$ cat src/rtl/seg7_capture.sv
// seg7_capture: decodes a multiplexed active-low 7-segment bus into per-position digit codes
module seg7_capture #(
   parameter int DIGITS        = 8,
   parameter int STABLE_CYCLES = 4
) (
   input  logic                  iCLK,
   input  logic                  iRST_N,
   input  logic [6:0]            iSEG,
   input  logic [DIGITS-1:0]     iSEL,
   output logic [4:0]            oDIG,
   output logic [2:0]            oPOS,
   output logic                  oVALID,
   output logic                  oERR,
   output logic [5*DIGITS-1:0]   oDIGITS
);

   typedef enum logic [1:0] {IDLE, SETTLE, COMMIT, HOLD} state_t;

   localparam logic [7:0] STABLE    = 8'(STABLE_CYCLES);
   // A single required sample means a fresh sample is already stable enough to commit.
   localparam state_t     LOADSTATE = (STABLE_CYCLES == 1) ? COMMIT : SETTLE;

   state_t              state;
   logic                rstMeta, rstSync;
   logic [6:0]          sSeg, refSeg;
   logic [DIGITS-1:0]   sSel, refSel;
   logic [7:0]          cnt;
   logic [4:0]          code;
   logic                codeErr, selOk, sameSample, sameRef;

   function automatic logic [2:0] encPos(input logic [DIGITS-1:0] sel);
      encPos = '0;
      for (int i = 0; i < DIGITS; i++)
         if (sel[i]) encPos = 3'(i);
   endfunction

   assign selOk      = (iSEL != '0) && ((iSEL & (iSEL - DIGITS'(1))) == '0);
   assign sameSample = (iSEG == sSeg) && (iSEL == sSel);
   // After a commit, changes are judged against the committed sample so that a
   // change landing on the commit edge itself is not lost.
   assign sameRef    = (iSEG == refSeg) && (iSEL == refSel);

   // Two-flop reset synchroniser: asserts immediately, releases on the second edge.
   always_ff @(posedge iCLK or negedge iRST_N)
      if (!iRST_N) {rstSync, rstMeta} <= 2'b00;
      else         {rstSync, rstMeta} <= {rstMeta, 1'b1};

   // Segment pattern to digit code; unknown patterns flag an error.
   always_comb begin
      code    = 5'h10;
      codeErr = 1'b0;
      case (sSeg)
         7'b1000000: code = 5'h00;
         7'b1111001: code = 5'h01;
         7'b0100100: code = 5'h02;
         7'b0110000: code = 5'h03;
         7'b0011001: code = 5'h04;
         7'b0010010: code = 5'h05;
         7'b0000010: code = 5'h06;
         7'b1111000: code = 5'h07;
         7'b0000000: code = 5'h08;
         7'b0011000: code = 5'h09;
         7'b0001000: code = 5'h0A;
         7'b0000011: code = 5'h0B;
         7'b1000110: code = 5'h0C;
         7'b0100001: code = 5'h0D;
         7'b0000110: code = 5'h0E;
         7'b0001110: code = 5'h0F;
         7'b1111111: code = 5'h1F;
         default:    codeErr = 1'b1;
      endcase
   end

   // Sampling, stability counting and commit of the held digit into the register file.
   always_ff @(posedge iCLK or negedge rstSync)
      if (!rstSync) begin
         state   <= IDLE;
         cnt     <= '0;
         sSeg    <= 7'h7F;
         sSel    <= '0;
         refSeg  <= 7'h7F;
         refSel  <= '0;
         oVALID  <= 1'b0;
         oERR    <= 1'b0;
         oDIG    <= 5'h1F;
         oPOS    <= '0;
         oDIGITS <= {DIGITS{5'h1F}};
      end else begin
         sSeg   <= iSEG;
         sSel   <= iSEL;
         oVALID <= 1'b0;
         case (state)
            IDLE:
               if (selOk) begin
                  state <= LOADSTATE;
                  cnt   <= 8'd1;
               end else cnt <= '0;
            SETTLE:
               if (!selOk) begin
                  state <= IDLE;
                  cnt   <= '0;
               end else if (sameSample) begin
                  cnt   <= cnt + 8'd1;
                  state <= (cnt + 8'd1 == STABLE) ? COMMIT : SETTLE;
               end else begin
                  state <= LOADSTATE;
                  cnt   <= 8'd1;
               end
            COMMIT: begin
               state  <= HOLD;
               oVALID <= 1'b1;
               oDIG   <= code;
               oERR   <= codeErr;
               oPOS   <= encPos(sSel);
               refSeg <= sSeg;
               refSel <= sSel;
               for (int p = 0; p < DIGITS; p++)
                  if (sSel[p]) oDIGITS[5*p +: 5] <= code;
            end
            HOLD:
               if (!selOk) begin
                  state <= IDLE;
                  cnt   <= '0;
               end else if (!sameRef) begin
                  state <= LOADSTATE;
                  cnt   <= 8'd1;
               end
            default: state <= IDLE;
         endcase
      end

endmodule

$ cat config.mk
export PLATFORM = sky130hd
export DESIGN_NAME = seg7_capture
export DESIGN_NICKNAME = d
export VERILOG_FILES = /design/src/rtl/seg7_capture.sv
export SDC_FILE = /design/constraint.sdc
export NUM_CORES = 1
export LEC_CHECK = 0
export CAP_MARGIN = 30
export CORE_MARGIN = 2
export CORE_UTILIZATION = 46
export CTS_CLUSTER_SIZE = 12
export DETAILED_ROUTE_END_ITERATION = 10
export PLACE_DENSITY = 0.73
export SYNTH_ARGS = -nofsm -noshare
export SYNTH_HDL_FRONTEND = slang
export SYNTH_SLANG_ARGS = --single-unit
export TNS_END_PERCENT = 20
$ cat constraint.sdc
create_clock -name iCLK -period 5.94 [get_ports iCLK]
set_clock_uncertainty 0.2 [all_clocks]
set_input_delay 1.485 -clock iCLK [delete_from_list [all_inputs] [get_ports iCLK]]
set_output_delay 1.485 -clock iCLK [all_outputs]
set_load 0.05 [all_outputs]
==> results of run 1 <==
## layout make-up
cell class | instances | area [µm²] | share of cell area, %
clock buffers | 11 | 131 | 2.53
clock inverters | 5 | 60.1 | 1.15
inverters | 12 | 45.0 | 0.866
multi-input cells | 304 | 1760 | 33.9
flip-flops and latches | 92 | 2380 | 45.8
well taps | 111 | 139 | 2.67
repair buffers | 69 | 683 | 13.1
## metal layers
metal,global-route usage [%],part of all wire [%]
met5,0,0
met4,7.80,2.1
met1,28.3,46
met3,6.10,5.8
met2,31.6,46
## worst max path at each step
stage	cells past startpoint	endpoint	slack, ps
floorplan	6	cnt[0]	2900
finish	7	cnt[2]	2410
global route	7	flip-flop	2220
global placement	7	cnt[0]	2140
detailed placement	7	flip-flop	2050
CTS	7	cnt[2]	2420
## power breakdown
group,internal (mW),switching [mW]
Clock,0.197,0.216
Sequential,0.637,0.0203
Combinational,0.0313,0.0384
Total,0.864,0.275
## worst max-delay path, stage by stage
cell	delay (ps)
clkdlybuf4s50_1	640
xnor2_1	160
nand4_1	110
nor4_1	480
a21boi_2	400
a21bo_1	250
o21ai_1	70
## per-stage QoR
stage	power [mW]	util (%)	std cells	area [µm²]
after floorplan	0.705	-	428	4330
after global placement	0.736	54.4	587	5000
after detailed placement	0.737	54.4	587	5000
after CTS	1.15	56.5	603	5190
after global routing	1.18	56.5	604	5200
final	1.14	56.5	604	5200
## layout by cell type, fill, tap and decap left out, types with 2 or more instances in the layout
master	n
dfstp_2	59
nand3b_1	2
inv_1	11
a21boi_2	2
o21bai_1	2
buf_4	3
xnor2_1	31
o21ai_2	10
o41ai_1	2
nor2b_1	2
nand4b_1	6
or4_1	2
a21oi_1	8
nor2_1	15
and2_4	2
clkdlybuf4s50_1	66
o21ai_1	11
clkbuf_1	2
nand2_1	98
nor3_1	8
clkbuf_8	9
o21ai_0	44
nand4_1	11
dfrtp_1	32
a211oi_1	2
nand3_1	7
nor4_1	5
nand2b_1	3
## state kept, by name (all words and copies together), names as in the netlist, 3 cells and up, named ones only
register and cells:
oPOS 3, sSel 8, refSeg 7, oDIG 5, refSel 8, cnt 8
oDIGITS 40, sSeg 7
## cell families (layout without fill, tap and decap cells)
logic type | count (synthesis) | in the layout | synth area share (%)
fa+ha+maj | 1 | 1 | 0.289
flops | 92 | 92 | 54.9
other cells | 1 | 1 | 0.0867
compound gates | 95 | 95 | 14.3
buf+inv | 32 | 97 | 4.34
mux | 1 | 1 | 0.231
xor+xnor | 32 | 32 | 6.48
simple gates | 174 | 174 | 19.3
## cell usage after synthesis (all sizes together) (2+ instances only)
library cell	count	share of area (%)
or3	2	0.32
and2	3	0.55
nand3	7	0.81
a211oi	2	0.35
xnor2	31	6.3
nand2	98	8.5
o21ai	65	8.4
or4	2	0.35
nand3b	2	0.35
inv	11	0.95
nor2b	3	0.49
dfstp	59	36
a21boi	3	0.69
nor2	16	1.4
nor3	9	1.2
o41ai	2	0.41
nor4	6	1.0
nand4	11	1.6
nand2b	3	0.43
dfrtp	33	19
nand4b	6	1.2
clkbuf	8	1.0
buf	12	2.3
a21oi	8	0.93
o21bai	2	0.35
==> flow_metrics.py, run 1 <==
metrics = {
    "run_status": {
        "status": "complete, no violations",
    },
    "timing": {
        "rsz0062_at_grt": "false",
        "fin_crit_ps": 3530,
        "fmax_ghz": 0.283,
        "slew_viol_final": 0,
        "hold_viol": 0,
        "setup_ws_ps": 2410,
        "fin_crit_sh_pct": 59.5,
        "tns_ps": 0,
        "setup_viol": 0,
        "fin_worst_hold_slack_ps": 121,
        "worst_slew_pin_slew_ps": 855,
        "slew_headroom_pct": 43.0,
    },
    "cts": {
        "clock_sinks": 92,
        "cts_tree": "done",
        "hold_buffers": 0,
        "cts_buffer_depth": 2,
        "cts_max_level": 3,
        "cts-root-buf": "clkbuf_8",
        "clk_latency_ps": 350,
        "numCtsBuffers": 9,
        "path_clk_slew_ps": 90,
        "cts_setup_buffers": 0,
        "post_cts_resize_count": 0,
    },
    "routing": {
        "via_count": 3301,
        "wl_per_cell_um": 16.5,
        "vias_per_cell": 5.47,
        "drt_iter0_drc": 109,
        "first_pass_iters": 4,
        "drc": 0,
        "ant_nets": 0,
        "routed_wl_um": 9940,
    },
    "synth": {
        "yosys_register_bits": 92,
        "synth_nets": 446,
        "syn_area_mm2": 0.00433,
        "synthCells": 428,
        "avgSynthCellArea_um2": 10.1,
        "async_reset_ff_share_pct": 100,
        "ys_types": 62,
        "ys.flop_type": "dfstp_2",
        "yosysWarnings": 0,
        "seq_area_frac_synth_pct": 54.9,
        "synth_edf_count": 0,
    },
    "setup_path": {
        "worst_setup_path_start_kind": "input port",
        "critPathRequiredTime_ps": 6020,
        "rrSetupSlack_ps": 3250,
        "rr_startpoint": "sSeg[6]",
        "worst-r2r-cell-count": 6,
        "worstSetupStartpoint": "iSEL[7]",
        "end_kind": "flip-flop",
        "worstSetupPathType": "in2reg",
        "worstPathMaxFanout": 7,
        "r2r_end": "oDIGITS[20]",
        "critPathArrivalTime_ps": 3610,
    },
    "placement": {
        "io_buffers": 66,
        "dp_hpwl_um": 6930,
        "dp_slack_ps": 2050,
        "gp_congestion": 0.832,
    },
    "die": {
        "core_mm2": 0.00920,
        "io_pins": 67,
        "die_area_mm2": 0.0102,
        "die_x_um": 101,
        "initial_utilization_pct": 47.0,
        "rows": 35,
        "die_h_um": 101,
    },
    "power_and_ir_drop": {
        "p_per_area_mw_per_mm2": 219,
        "cellLeakagePower_nw": 1.93,
        "peakVddDrop_v": 0.000143,
    },
    "layout": {
        "n_fill_cell": 778,
        "syn2layout_area_growth_pct": 20.2,
        "nNetsFinal": 506,
        "num_antenna_cells": 0,
        "final_layout_size_suffix_gt1_share_pct": 20.3,
    },
    "global_routing": {
        "grt_pass1_vias": 3341,
        "grt_overflow": 0,
        "grt_pass1_wl_um": 16600,
        "grt_start_max_net_pins": 49,
        "groute.usage.overall_pct": 20.8,
        "antenna_found_initial": 0,
    },
    "job": {
        "maxCapViolCount": 0,
    },
    "min_path": {
        "hp-class": "reg2async",
    },
}
No activity file was read; power rests on OpenSTA's default activity.
==> inputs of run 2 (changes only) <==
==> constraint.sdc (replaced) <==
create_clock -name iCLK -period 3.3 [get_ports iCLK]
set_clock_uncertainty 0.2 [all_clocks]
set_input_delay 0.825 -clock iCLK [delete_from_list [all_inputs] [get_ports iCLK]]
set_output_delay 0.825 -clock iCLK [all_outputs]
set_load 0.05 [all_outputs]
==> run 2 against run 1 <==
  * Via count decreased by 1.4%
  * First-iteration DRC count is 13% higher
  * Critical path depth stayed put
  * Worst hold slack improved by 39 ps
  * Flip-flop and latch count unchanged
  * Setup slack got worse by 2000 ps
  * Cell count grew 0.50%
  * Die area unchanged
  * Routed wire length down 3.1%
  * Critical path type unchanged
  * Largest cell class unchanged
  * Largest power group unchanged
  * Highest routed layer unchanged
==> flow_metrics.py, run 2 (synthesis results as in run 1) <==
metrics = {
    "timing": {
        "slew_headroom_pct": 42.6,
        "hold_viol": 0,
        "fin_crit_sh_pct": 87.2,
        "worst_slew_pin_slew_ps": 860,
        "tns_ps": 0,
        "setup_viol": 0,
        "slew_viol_final": 0,
        "fmax_ghz": 0.347,
        "rsz0062_at_grt": "false",
        "fin_crit_ps": 2880,
    },
    "layout": {
        "layout_common_cells": "98 x nand2_1, 66 x clkdlybuf4s50_1, 59 x dfstp_2",
        "syn2layout_area_growth_pct": 21.5,
        "final_util_pct": 57.1,
        "largest_reg_flops": 40,
        "nNetsFinal": 509,
        "num_antenna_cells": 0,
        "layout_commonest_cell": "nand2_1",
        "n_fill_cell": 800,
        "top_register": "oDIGITS",
        "final_layout_size_suffix_gt1_share_pct": 21.0,
    },
    "routing": {
        "drc": 0,
        "routedLengthMet1_um": 4480,
        "drt_iter0_drc": 123,
        "vias_per_cell": 5.36,
        "first_pass_iters": 4,
        "highest_layer": "met4",
        "via_count": 3256,
        "routed_wl_um": 9620,
        "ant_nets": 0,
        "route.met3.wl_um": 544,
        "wl_per_cell_um": 15.9,
        "wl_met2_um": 4500,
    },
    "die": {
        "io_pins": 67,
        "die_area_mm2": 0.0102,
        "die_h_um": 101,
        "rows": 35,
        "initial_utilization_pct": 47.0,
        "die_x_um": 101,
        "core_mm2": 0.00920,
    },
    "setup_path": {
        "worst-r2r-cell-count": 6,
        "worstSetupPathType": "in2reg",
        "critPathRequiredTime_ps": 3320,
        "critPathArrivalTime_ps": 2900,
        "worst_setup_path_start_kind": "input port",
        "worstSetupStartpoint": "iSEL[2]",
        "end_kind": "flip-flop",
        "r2r_end": "oDIGITS[16]",
        "worstPathMaxFanout": 9,
        "rr_startpoint": "sSeg[0]",
        "rrSetupSlack_ps": 820,
    },
    "global_routing": {
        "groute.usage.overall_pct": 20.2,
        "grt_start_max_net_pins": 70,
        "antenna_found_initial": 0,
        "grt_pass1_wl_um": 16100,
        "grt_overflow": 0,
        "grt_pass1_vias": 3145,
    },
    "power_and_ir_drop": {
        "p_per_area_mw_per_mm2": 409,
        "clkPwrFrac_pct": 39.2,
        "cellLeakagePower_nw": 1.96,
        "swShare_pct": 23.1,
        "switchingPower_mw": 0.496,
        "p_seq_share_pct": 55.2,
        "power_frac_comb_pct": 5.6,
        "internal_power_mw": 1.65,
        "peakVddDrop_v": 0.000269,
    },
    "min_path": {
        "whs_path_depth": 0,
        "hp-class": "reg2reg",
        "min_to": "rstSync",
        "min-delay-start": "rstMeta",
    },
    "cts": {
        "clock_sinks": 92,
        "cts_buffer_depth": 2,
        "post_cts_resize_count": 0,
        "numCtsBuffers": 9,
        "clk_latency_ps": 350,
        "cts_setup_buffers": 0,
        "cts-root-buf": "clkbuf_8",
        "cts_tree": "done",
        "hold_buffers": 0,
        "cts_max_level": 3,
        "path_clk_slew_ps": 90,
    },
    "run_status": {
        "status": "complete, no violations",
    },
    "placement": {
        "dp_hpwl_um": 6760,
        "gp_congestion": 0.835,
        "io_buffers": 66,
    },
    "job": {
        "maxCapViolCount": 0,
    },
}
-- run 2: changes by cell type in the layout (fill, tap and decap cells not counted) --
cell / change
clkbuf_1: -1
clkinv_4: -1
bufinv_16: +1
inv_4: +1
buf_4: +3
clkbuf_8: +1
clkinv_2: -1
-- run 2: final cells by class --
type                            instances  area (µm²)  share of cell area (%)
Multi-Input combinational cell        304        1760                    33.5
Sequential cell                        92        2380                    45.3
Clock inverter                          5        82.6                    1.57
Tap cell                              111         139                    2.64
Timing Repair Buffer                   72         706                    13.4
Inverter                               12        45.0                   0.857
Clock buffer                           11         141                    2.69
-- run 2: stage by stage --
stage / power [mW] / area [µm²] / setup WS, ps / hold slack (ps) / cells
after detailed placement: 1.33 / 5030 / 65.0 / 145 / 591
after floorplan: 1.27 / 4330 / 451 / 131 / 428
after global routing: 2.23 / 5260 / 255 / 173 / 607
after global placement: 1.33 / 5030 / 198 / 140 / 591
after CTS: 2.17 / 5260 / 456 / 166 / 607
final: 2.15 / 5260 / 421 / 160 / 607
-- run 2: power groups by stage --
stage / logic, mW / clock network, mW / registers (mW)
6_report: 0.121 / 0.842 / 1.19
4_1_cts: 0.122 / 0.860 / 1.19
2_1_floorplan: 0.0815 / 0 / 1.19
5_1_grt: 0.132 / 0.905 / 1.19
3_5_place_dp: 0.121 / 0 / 1.21
3_3_place_gp: 0.121 / 0 / 1.21
-- run 2: worst max-delay path by stage --
stage	slack, ps	end	depth (start not counted)
after CTS	460	flip-flop	7
after global routing	250	flip-flop	7
after floorplan	450	asynchronous set/reset pin	0
after detailed placement	60	flip-flop	7
final	420	flip-flop	7
after global placement	200	cnt[0]	7
-- run 2: worst max-delay path: stages --
cell and delay (ps):
clkdlybuf4s50_1 540, nor4_2 520, and3b_1 240, o21ai_1 160, a21oi_1 130, o21ai_2 350
o21ai_1 130
-- run 2: metal layers --
metal / vias to the layer above / GRT usage, %
met2: 64 / 31.1
met1: 1594 / 28.4
li1: 1588 / -
met4: 0 / 5.30
met3: 10 / 5.48
met5: - / 0
